## src/rtl/instr_fetch_unit.sv

```systemverilog
`default_nettype none
// ============================================================================
// Module      : instr_fetch_unit
// Description : Upstream fetch stage. Owns the program counter, drives the
//               RAM_i read port, captures the returned word into a stable
//               instruction register and hands it to decode over a
//               valid/ready handshake. Supports branch redirect, halting at
//               the end of the program and an accepted-instruction counter.
// Ports       :
//   Clk, Reset           clock, asynchronous active-high reset
//   Start                begin fetching from address 0 (IDLE/HALT only)
//   Enable_i, RW_ram_i   RAM_i enable (FETCH only) and read select (always 1)
//   Address_in_i         RAM_i address, equal to the internal PC
//   Out_i                RAM_i read data, valid the cycle after FETCH
//   instruction, pc      captured word and the address it came from
//   instr_valid          instruction holds a fetched word
//   instr_ready          decode accepts the instruction this cycle
//   Branch_en/addr       redirect, honoured only together with an accept
//   halted               fetch stopped at the end of the program
//   instr_count          accepted-instruction count, saturating
// Revision    : 1.0 - initial release
// ============================================================================
module instr_fetch_unit #(
  parameter int ADDR_W   = 16,
  parameter int INSTR_W  = 32,
  parameter int PROG_LEN = 16
) (
  input  logic               Clk,
  input  logic               Reset,
  input  logic               Start,
  output logic               Enable_i,
  output logic               RW_ram_i,
  output logic [ADDR_W-1:0]  Address_in_i,
  input  logic [INSTR_W-1:0] Out_i,
  output logic [INSTR_W-1:0] instruction,
  output logic               instr_valid,
  input  logic               instr_ready,
  input  logic               Branch_en,
  input  logic [ADDR_W-1:0]  Branch_addr,
  output logic [ADDR_W-1:0]  pc,
  output logic               halted,
  output logic [15:0]        instr_count
);

  typedef enum logic [2:0] {
    S_IDLE  = 3'd0,
    S_FETCH = 3'd1,
    S_LATCH = 3'd2,
    S_VALID = 3'd3,
    S_HALT  = 3'd4
  } state_t;

  // One extra bit so the end-of-program compare sees PC+1 before it wraps.
  localparam logic [ADDR_W:0] c_prog_len = (ADDR_W+1)'(PROG_LEN);

  state_t               r_state;
  state_t               w_state_next;
  logic [ADDR_W-1:0]    r_pc;
  logic [INSTR_W-1:0]   r_instruction;
  logic [ADDR_W-1:0]    r_pc_out;
  logic                 r_instr_valid;
  logic                 r_halted;
  logic [15:0]          r_instr_count;

  logic                 w_accept;
  logic [ADDR_W:0]      w_npc_ext;
  logic                 w_npc_halt;

  assign w_accept   = (r_state == S_VALID) && instr_ready;
  assign w_npc_ext  = Branch_en ? {1'b0, Branch_addr} : ({1'b0, r_pc} + 1'b1);
  assign w_npc_halt = (w_npc_ext >= c_prog_len);

  // State register
  always_ff @(posedge Clk or posedge Reset) begin
    if (Reset) begin
      r_state <= S_IDLE;
    end else begin
      r_state <= w_state_next;
    end
  end

  // Next-state and RAM enable
  always_comb begin
    w_state_next = r_state;
    Enable_i     = 1'b0;
    case (r_state)
      S_IDLE: begin
        if (Start) w_state_next = S_FETCH;
      end
      S_FETCH: begin
        Enable_i     = 1'b1;
        w_state_next = S_LATCH;
      end
      S_LATCH: begin
        w_state_next = S_VALID;
      end
      S_VALID: begin
        if (instr_ready) w_state_next = w_npc_halt ? S_HALT : S_FETCH;
      end
      S_HALT: begin
        if (Start) w_state_next = S_FETCH;
      end
      default: begin
        w_state_next = S_IDLE;
      end
    endcase
  end

  // Datapath: PC, instruction register, handshake flag, halt flag, counter
  always_ff @(posedge Clk or posedge Reset) begin
    if (Reset) begin
      r_pc          <= '0;
      r_instruction <= '0;
      r_pc_out      <= '0;
      r_instr_valid <= 1'b0;
      r_halted      <= 1'b0;
      r_instr_count <= '0;
    end else begin
      case (r_state)
        S_IDLE: begin
          if (Start) r_pc <= '0;
        end
        S_LATCH: begin
          // RAM data for the address presented in FETCH is on Out_i now.
          r_instruction <= Out_i;
          r_pc_out      <= r_pc;
          r_instr_valid <= 1'b1;
        end
        S_VALID: begin
          if (w_accept) begin
            r_instr_valid <= 1'b0;
            if (r_instr_count != 16'hFFFF) r_instr_count <= r_instr_count + 16'd1;
            r_pc <= w_npc_ext[ADDR_W-1:0];
            if (w_npc_halt) r_halted <= 1'b1;
          end
        end
        S_HALT: begin
          if (Start) begin
            r_halted      <= 1'b0;
            r_pc          <= '0;
            r_instr_count <= '0;
          end
        end
        default: begin
        end
      endcase
    end
  end

  assign RW_ram_i     = 1'b1;
  assign Address_in_i = r_pc;
  assign instruction  = r_instruction;
  assign instr_valid  = r_instr_valid;
  assign pc           = r_pc_out;
  assign halted       = r_halted;
  assign instr_count  = r_instr_count;

endmodule
`default_nettype wire
```

## config.mk

```make
export PLATFORM = sky130hd
export DESIGN_NAME = instr_fetch_unit
export DESIGN_NICKNAME = d
export VERILOG_FILES = /design/src/rtl/instr_fetch_unit.sv
export SDC_FILE = /design/constraint.sdc
export NUM_CORES = 1
export LEC_CHECK = 0
export ABC_AREA = 1
export ABC_CLOCK_PERIOD_IN_PS = 2800
export BUFFER_PORTS_ARGS = -buffer_cell sky130_fd_sc_hd__buf_4
export CORE_ASPECT_RATIO = 1.4
export CORE_MARGIN = 4
export CORE_UTILIZATION = 47
export CTS_BUF_LIST = sky130_fd_sc_hd__clkbuf_8
export DETAILED_ROUTE_END_ITERATION = 10
export PLACE_DENSITY = 0.75
export SYNTH_ARGS = -nofsm -noshare
export SYNTH_HDL_FRONTEND = slang
export SYNTH_SLANG_ARGS = --single-unit
export TNS_END_PERCENT = 5
```

## constraint.sdc

```tcl
create_clock -name Clk -period 2.8 [get_ports Clk]
set_clock_uncertainty 0.15 [all_clocks]
set_input_delay 0.42 -clock Clk [delete_from_list [all_inputs] [get_ports Clk]]
set_output_delay 0.42 -clock Clk [all_outputs]
set_load 0.02 [all_outputs]
```

# Word-level counts from Yosys, hierarchy flattened
# Cells that the tools add are included.
dict set report classes {
  eq_ne 11
  bitwise 0
  add_sub_neg 2
  shifts 0
  div 0
  n_mul 0
  mux 18
  n_reduce_logical 11
  magnitude_cmp 1
}
# op n
set ops {}
lappend ops {{2-to-1 mux 16 bit} 4}
lappend ops {{one-hot mux 16 bit (2 select lines)} 2}
lappend ops {{adder 16 x 1 -> 17 bit (second input constant)} 1}
lappend ops {{greater-or-equal comparator 17 x 5 -> 1 bit (second input constant)} 1}
lappend ops {{2-to-1 mux 17 bit} 1}
lappend ops {{adder 16 x 1 -> 16 bit (second input constant)} 1}
lappend ops {{!= test 16 bit (second input constant)} 1}
lappend ops {{one-hot mux 3 bit (4 select lines)} 1}
lappend ops {{2-to-1 mux 3 bit} 3}
lappend ops {{!= test 2 bit (second input constant)} 4}
lappend ops {{AND reduction 4 bit} 2}
lappend ops {{== test 3 x 2 -> 1 bit (second input constant)} 2}
lappend ops {{nonzero test 2 bit} 3}
lappend ops {{2-to-1 mux 1 bit} 5}
lappend ops {{!= test 2 x 1 -> 1 bit (second input constant)} 2}
lappend ops {{one-hot mux 1 bit (2 select lines)} 2}
lappend ops {{AND reduction 2 bit} 2}
lappend ops {{== test 3 x 1 -> 1 bit (second input constant)} 1}
lappend ops {{== test 3 bit (second input constant)} 1}
lappend ops {{zero test 3 bit} 1}
lappend ops {{AND reduction 3 bit} 1}
lappend ops {{OR reduction 2 bit} 1}
lappend ops {{logical AND 1 bit} 1}
dict set report word_totals {
  reg_bits 85
  ram_bits 0
  wordCells 50
  latchBits 0
  input_bits 53
  out_inout_bits 84
  mem_count 0
  mem_bits_ro 0
}

# Logic depth before layout (Yosys ltp)
# Gate-level depths: netlist (run 1).
dict set report logic_depth {
  ltp_word 6
  ltp_mapped 14
  depth_no_buf 14
}

# Least setup slack after synthesis (run 1)
# OpenSTA, ideal clock, no wires.
dict set report synth_path {
  kind {reg2reg}
  startpoint {register r_pc[0], in the netlist Address_in_i[0]}
  endpoint {register r_state[2]}
  required_ps 2529
  path_slack_ps 870
  arrival_time_ps 1658
  n_path_buf 0
  synth_period_minus_slack_ps 1930
  setup_ps 121
  stages_incl_launch_ff 13
  path_cell_list {dfrtp_1 > ha_1 > nand2_2 > nor2_4 > nand2_4 > nor2_4 > nand4_1 > nand3_2 > nand2_1 > nor2_2 > nand3_1 > nand2_1 > o21ai_1}
}
dict set report synth_via {
  elab_chain_cells 6
}
# element line
set synth_lines {}
lappend synth_lines {{start, declared} 58} ;# logic [ADDR_W-1:0] r_pc;
lappend synth_lines {{start signal, assigned} 133} ;# r_pc <= w_npc_ext[ADDR_W-1:0];
lappend synth_lines {{adder 16 x 1 -> 17 bit} 70} ;# assign w_npc_ext = Branch_en ? {1'b0, Branch_addr} : ({1'b0, r_pc} + 1'b1);
lappend synth_lines {{2-to-1 mux 17 bit} 70}
lappend synth_lines {{greater-or-equal comparator 17 x 5 -> 1 bit} 71} ;# assign w_npc_halt = (w_npc_ext >= c_prog_len);
lappend synth_lines {{2-to-1 mux 3 bit (2 in a row)} 98} ;# if (instr_ready) w_state_next = w_npc_halt ? S_HALT : S_FETCH;
lappend synth_lines {{one-hot mux 3 bit (4 select lines)} 86} ;# case (r_state)
lappend synth_lines {{end signal, assigned} 78} ;# r_state <= w_state_next;
lappend synth_lines {{end, declared} 56} ;# state_t r_state;
# Every way passes these cells. The select of a mux whose other input is x is not followed.
# A chain may end at the register's enable or synchronous reset.

# Worst setup path in the final report (run 1)
dict set report layout_path {
  startpoint {register r_pc[0], in the netlist Address_in_i[0]}
  endpoint {register r_halted, in the netlist halted}
}
dict set report layout_via {
  elab_chain_cells 5
}
# element line
set layout_lines {}
lappend layout_lines {{adder 16 x 1 -> 17 bit} 70}
lappend layout_lines {{2-to-1 mux 17 bit} 70}
lappend layout_lines {{greater-or-equal comparator 17 x 5 -> 1 bit} 71}
lappend layout_lines {{!= test 2 bit (no line)} n/a}
lappend layout_lines {{AND reduction 4 bit (no line)} n/a}
lappend layout_lines {{end signal, assigned} 116} ;# r_halted <= 1'b0;
lappend layout_lines {{end signal, assigned} 134} ;# if (w_npc_halt) r_halted <= 1'b1;
lappend layout_lines {{end signal, assigned} 139} ;# r_halted <= 1'b0;
lappend layout_lines {{end, declared} 62} ;# logic r_halted;
# Every way passes these cells.

==> impl_metrics.toml, run 1 <==
[placed_design]
gp_congestion = 0.847
port_buffers = 135
dp_hpwl_mm = 8.13

[route]
avgViaCountPerCell = 5.11
first_iter_violations = 222
drc = 0
ant_nets = 0
wl_mm = 10.9
dr.pass1.iters = 4
wire_per_inst_um = 14.4
dr_total_vias = 3872

[timing]
tightest_slew_ps = 706
hold_viol_final = 0
fin_tns_setup_ps = 0
finalSetupViolCount = 0
slew_violations = 0
fin_crit_sh_pct = 73.9
period_minus_slack_ps = 2070
max_slew_margin_pct = 52.9
clock.fmax_mhz = 483
rsz0062_at_grt = "no"

[clock_network]
cts_setup_buffers = 0
clock-sinks = 85
numCtsBuffers = 9
cts_resized = 0
cts_buffer_depth = 2
cts_root_buf = "clkbuf_8"
clk_latency_ps = 360
htree_levels = 3
tritoncts = "built"
clkTransAtPathRegs_ps = 90
ctsHoldBuffers = 1

[die]
core_um2 = 8610
die_h_um = 119
dieArea_um2 = 10500
io_pins = 137
start_util_pct = 48.4
die_w_um = 87.6
rows = 40

[yosys]
syn_nets = 569
ys_ff_latch = 85
synth_cell_types = 42
syn_avg_cell_area_um2 = 8.11
synthTopCellsByArea = "dfrtp_1 51%, nand2_1 17%, inv_1 3.6%"
synth_top_area_share_pct = 51.0
synth_top_cell_by_area = "dfrtp_1"
synth_area_um2 = 4170
yosysSeqAreaShare_pct = 51.0
synth_cells = 514
yosysWarnings = 0

[flow_run]
drv_cap = 0

[grt]
antenna_found_initial = 0
grt_pass1_vias = 3965
grt_first_pass_wirelength_mm = 18.4
grt_max_degree = 60
grt.overflow.total = 0
track_usage_pct = 22.0

[power]
leakagePower_nw = 2.85
finalPower_w = 0.00609
p_per_area_nw_per_um2 = 1110
peakVddDrop_mv = 0.623

[critical_path]
rr_endpoint = "halted"
endpoint_kind = "flop"
r2r_setup_slack_ps = 730
startpoint = "Address_in_i[0]"
cp_max_fo = 8
path_class = "flop to flop"
crit_path_end = "halted"
start_kind = "flop"
arrival_ps = 2170
rr_worst_depth = 12
cp.required_ps = 2900
reg2reg_from = "Address_in_i[0]"

[cells_and_area]
n_fill_cell = 779
final_nets = 703
drive_above_1_share_pct = 30.3
diodes = 0
area_delta_synth_final_pct = 31.8
multi_input_area_um2 = 1780
mostFrequentLayoutCells = "190 x nand2_1, 136 x buf_4, 85 x dfrtp_1"
layout_commonest_cell = "nand2_1"
seqCellArea_um2 = 2130

[status]
status = "completed"

[hold_path]
hold_class = "input port to flop"
worstHoldPathCells = 2
layout make-up:
class | instances | area share, %
clock buffers | 9 | 2.25
repair buffers | 139 | 19.5
flip-flops and latches | 85 | 38.7
well taps | 105 | 2.39
multi-input cells | 363 | 32.4
inverters | 50 | 3.53
clock inverters | 7 | 1.21
synthesized netlist by cell type (all sizes together):
cell and instances:
or2 5, xor2 5, a21oi 8, a32o 1, ha 2, conb 1, buf 7, o21bai 1
o21a 2, inv 48, clkinv 2, xnor2 1, dfrtp 85, o22ai 12, o31ai 1, nor3 2
clkbuf 9, nand2 200, o32ai 1, nor4 3, nor2 42, nand4 12, a31oi 1, nand3b 2
nor3b 2, a21boi 1, nand3 24, o21ai 34
how the worst min path moves through the flow:
stage | slack, ps | start | to
final | 90 | Start | r_state[2]
after global routing | 90 | Start | r_state[2]
after CTS | 90 | Start | r_state[2]
after detailed placement | 310 | Reset | instruction[22]
after global placement | 300 | Reset | instruction[30]
after floorplan | 360 | Start | r_state[2]
state kept, by name, summed over array words and instances, names as in the netlist:
name,count
r_state,3
halted,1
Address_in_i,16
pc,16
instr_count,16
instruction,32
instr_valid,1
per-layer routing:
| layer | vias to the layer above | global-route usage, % | routed length (um) |
|---|---|---|---|
| li1 | 1912 | - | - |
| met5 | - | 0 | 0 |
| met4 | 0 | 8.16 | 184 |
| met1 | 1831 | 26.4 | 4250 |
| met3 | 20 | 3.60 | 713 |
| met2 | 109 | 38.7 | 5770 |
cells by family (layout without fill, tap and decap cells):
logic type	count (synthesis)	count (layout)	share of synthesized area, %
other	1	1	0.0899
xor gates and xnor gates	6	6	1.26
and+or+nand+nor	292	292	32.4
adders and majority gates	2	2	0.600
DFF	85	85	51.0
buffers and inverters	66	205	6.27
AOI/OAI and AO/OA	62	62	8.34
power breakdown:
| group | switching (W) | internal (W) |
|---|---|---|
| registers | 0.000443 | 0.00176 |
| clock network | 0.000451 | 0.000407 |
| logic | 0.00187 | 0.00116 |
critical path: stages, from the launching register on:
cell	delay, ps
dfrtp_1	440
ha_1	220
nand2_2	90
nor2_4	220
nand2_4	100
nor2_4	110
nand4_1	110
nand3_2	130
nand2_1	70
nor2_2	110
nand3_1	70
nand2_1	80
a21oi_1	60
stage by stage:
step | utilization [%] | cells | area [um^2] | hold WS [ps] | worst slack [ps]
floorplan | - | 514 | 4170 | 361 | 36.5
global placement | 61.5 | 741 | 5290 | 302 | 786
detailed placement | 61.5 | 741 | 5290 | 309 | 699
CTS | 63.8 | 758 | 5490 | 85.0 | 734
global route | 63.8 | 758 | 5490 | 90.3 | 462
finish | 63.8 | 758 | 5490 | 91.0 | 730
Note: power is estimated with default switching activity, not from simulation.
==> run 2: changes to the inputs <==
==> config.mk (replaced) <==
export PLATFORM = sky130hd
export DESIGN_NAME = instr_fetch_unit
export DESIGN_NICKNAME = d
export VERILOG_FILES = /design/src/rtl/instr_fetch_unit.sv
export SDC_FILE = /design/constraint.sdc
export NUM_CORES = 1
export LEC_CHECK = 0
export ABC_AREA = 0
export ABC_CLOCK_PERIOD_IN_PS = 2050
export BUFFER_PORTS_ARGS = -buffer_cell sky130_fd_sc_hd__buf_4
export CORE_ASPECT_RATIO = 1.4
export CORE_MARGIN = 4
export CORE_UTILIZATION = 52
export CTS_BUF_LIST = sky130_fd_sc_hd__clkbuf_8
export DETAILED_ROUTE_END_ITERATION = 10
export PLACE_DENSITY = 0.79
export SYNTH_ARGS = -nofsm -noshare
export SYNTH_HDL_FRONTEND = slang
export SYNTH_SLANG_ARGS = --single-unit
export TNS_END_PERCENT = 5
==> constraint.sdc (replaced) <==
create_clock -name Clk -period 2.05 [get_ports Clk]
set_clock_uncertainty 0.15 [all_clocks]
set_input_delay 0.3075 -clock Clk [delete_from_list [all_inputs] [get_ports Clk]]
set_output_delay 0.3075 -clock Clk [all_outputs]
set_load 0.02 [all_outputs]
==> impl_metrics.toml, run 2 <==
[cells_and_area]
final_nets = 588
multi_input_area_um2 = 1920
diodes = 0
largest_reg_flops = 32
drive_above_1_share_pct = 49.8
layoutNonFillerInstCount = 635
mostFrequentLayoutCells = "172 x buf_4, 83 x dfrtp_1, 48 x mux2_2"
area_delta_synth_final_pct = 42.7
seqCellArea_um2 = 2130
utilization_pct = 77.7
layout_commonest_cell = "buf_4"
n_fill_cell = 517

[yosys]
netlist_top_cells_count = "85 x dfrtp_1, 48 x mux2_2, 27 x nand2_1"
async_flop_share_pct = 100
synth_top_area_share_pct = 52.4
synth_edf_count = 0
synthTopCellsByArea = "dfrtp_1 52%, mux2_2 13%, o21ai_0 2.7%"
synth_top_cell_by_area = "dfrtp_1"
synth_ff_type = "dfrtp_1"
synth_cells = 356
synth_cell_types = 53
yosysSeqAreaShare_pct = 52.4
ys_ff_latch = 85
synth_most_common_cell = "dfrtp_1"
synth_area_um2 = 4060
syn_avg_cell_area_um2 = 11.4
yosysWarnings = 0
syn_nets = 411

[critical_path]
start_kind = "flop"
cp.required_ps = 2140
rr_worst_depth = 7
endpoint_kind = "flop"
arrival_ps = 2160
path_class = "flop to flop"
r2r_setup_slack_ps = -10
reg2reg_from = "Address_in_i[1]"
rr_endpoint = "r_state[2]"
crit_path_end = "r_state[2]"
startpoint = "Address_in_i[1]"
cp_max_fo = 5

[grt]
grt_first_pass_wirelength_mm = 16.9
grt_max_degree = 45
track_usage_pct = 23.5
grt.overflow.total = 0
grt_pass1_vias = 3560
antenna_found_initial = 0

[die]
io_pins = 137
die_h_um = 113
dieArea_um2 = 9300
rows = 37
core_um2 = 7450
die_w_um = 82.7
start_util_pct = 54.4

[route]
avgViaCountPerCell = 5.58
dr_total_vias = 3541
drc = 0
dr.pass1.iters = 5
wl_mm = 11.1
wire_per_inst_um = 17.5
ant_nets = 0
first_iter_violations = 172

[hold_path]
min_from = "Out_i[24]"
hold_class = "input port to flop"

[clock_network]
numCtsBuffers = 9
cts_buffer_depth = 2
tritoncts = "built"
clock-sinks = 85
clkTransAtPathRegs_ps = 90
cts_root_buf = "clkbuf_8"
clk_latency_ps = 360
htree_levels = 3

[timing]
slew_violations = 0
max_slew_margin_pct = 53.7
fin_crit_sh_pct = 101
clock.fmax_mhz = 485
period_minus_slack_ps = 2060
fin_ws_ps = -13.6
rsz0062_at_grt = "yes"
tightest_slew_ps = 694
finalSetupViolCount = 2
hold_viol_final = 0

[status]
violations = "negative setup slack"
status = "complete, but fails checks"

[flow_run]
drv_cap = 0

[power]
leakagePower_nw = 2.70
peakVddDrop_mv = 1.04
p_per_area_nw_per_um2 = 1400

[placed_design]
dp_hpwl_mm = 7.92
dp_cells = 609
port_buffers = 135
gp_congestion = 0.886
[run 2: changes by cell type in the layout (fill, tap and decap cells not counted), sizes merged, moves of 7 or more]
cell and delta:
mux2 +48, nor2 -16, o22ai -12, buf +37, nor3 +10, xnor2 +9
o21ai -10, nand2 -173, inv -42, nand3 -7
[run 2: cell families after synthesis]
kind of cell	count (synthesis)	synth area share (%)
adders and majority gates	2	0.617
buffers and inverters	23	2.62
xor gates and xnor gates	16	3.45
and+or+nand+nor	124	17.2
AOI/OAI and AO/OA	55	9.74
other	1	0.0924
muxes	50	13.8
DFF	85	52.4
[run 2: final cells by class]
cell class,count,share of cell area (%)
Clock buffer,9,2.14
Clock inverter,7,1.17
Sequential cell,85,36.8
Timing Repair Buffer,181,24.2
Inverter,6,0.454
Tap cell,97,2.10
Multi-Input combinational cell,250,33.1
[run 2: what timing repair did]
item | CTS | global route
setup buffers | 0 | 2
pin swaps | 0 | 5
resized for setup | 4 | 12
cloned | 0 | 2
hold buffers | 3 | 3
endpoints found under the hold margin | 21 | 3
endpoints found under the setup margin | 6 | 12
[run 2: where the power goes]
part	internal, W	switching [W]	total, W
Sequential	0.00232	0.000463	0.00278
Combinational	0.00200	0.00215	0.00415
Clock	0.000559	0.000613	0.00117
[run 2: critical path, stage by stage, from the launching register on]
cell	delay, ps
dfrtp_1	410
ha_4	190
nand3_4	130
o31a_1	300
o31ai_4	240
o211ai_2	130
nor4_4	290
a21oi_1	100
[run 2: through the flow]
stage	instance area, um^2	power [W]	hold WS (ps)	setup slack [ps]	setup TNS (ps)
CTS	5660	0.00809	1.36	-40.5	-104
global placement	5430	0.00675	217	19.0	0
finish	5790	0.00810	18.7	-13.6	-25.3
floorplan	4060	0.00506	309	-148	-429
global route	5790	0.00856	-0.142	-121	-384
detailed placement	5430	0.00689	221	-60.3	-172
[run 2: how the worst min path moves through the flow]
stage	depth (start not counted)	slack, ps	end
after floorplan	1	310	instruction[31]
after global placement	2	220	pc[0]
after detailed placement	2	220	pc[0]
final	2	20	instruction[24]
after CTS	2	1	instruction[24]
after global routing	2	-0.1	instruction[5]
[run 2: metal layers]
metal	routed length [um]	global-route usage, %
met1	3970	27.2
met2	6020	40.4
met3	738	5.86
met4	355	10.0
met5	0	0
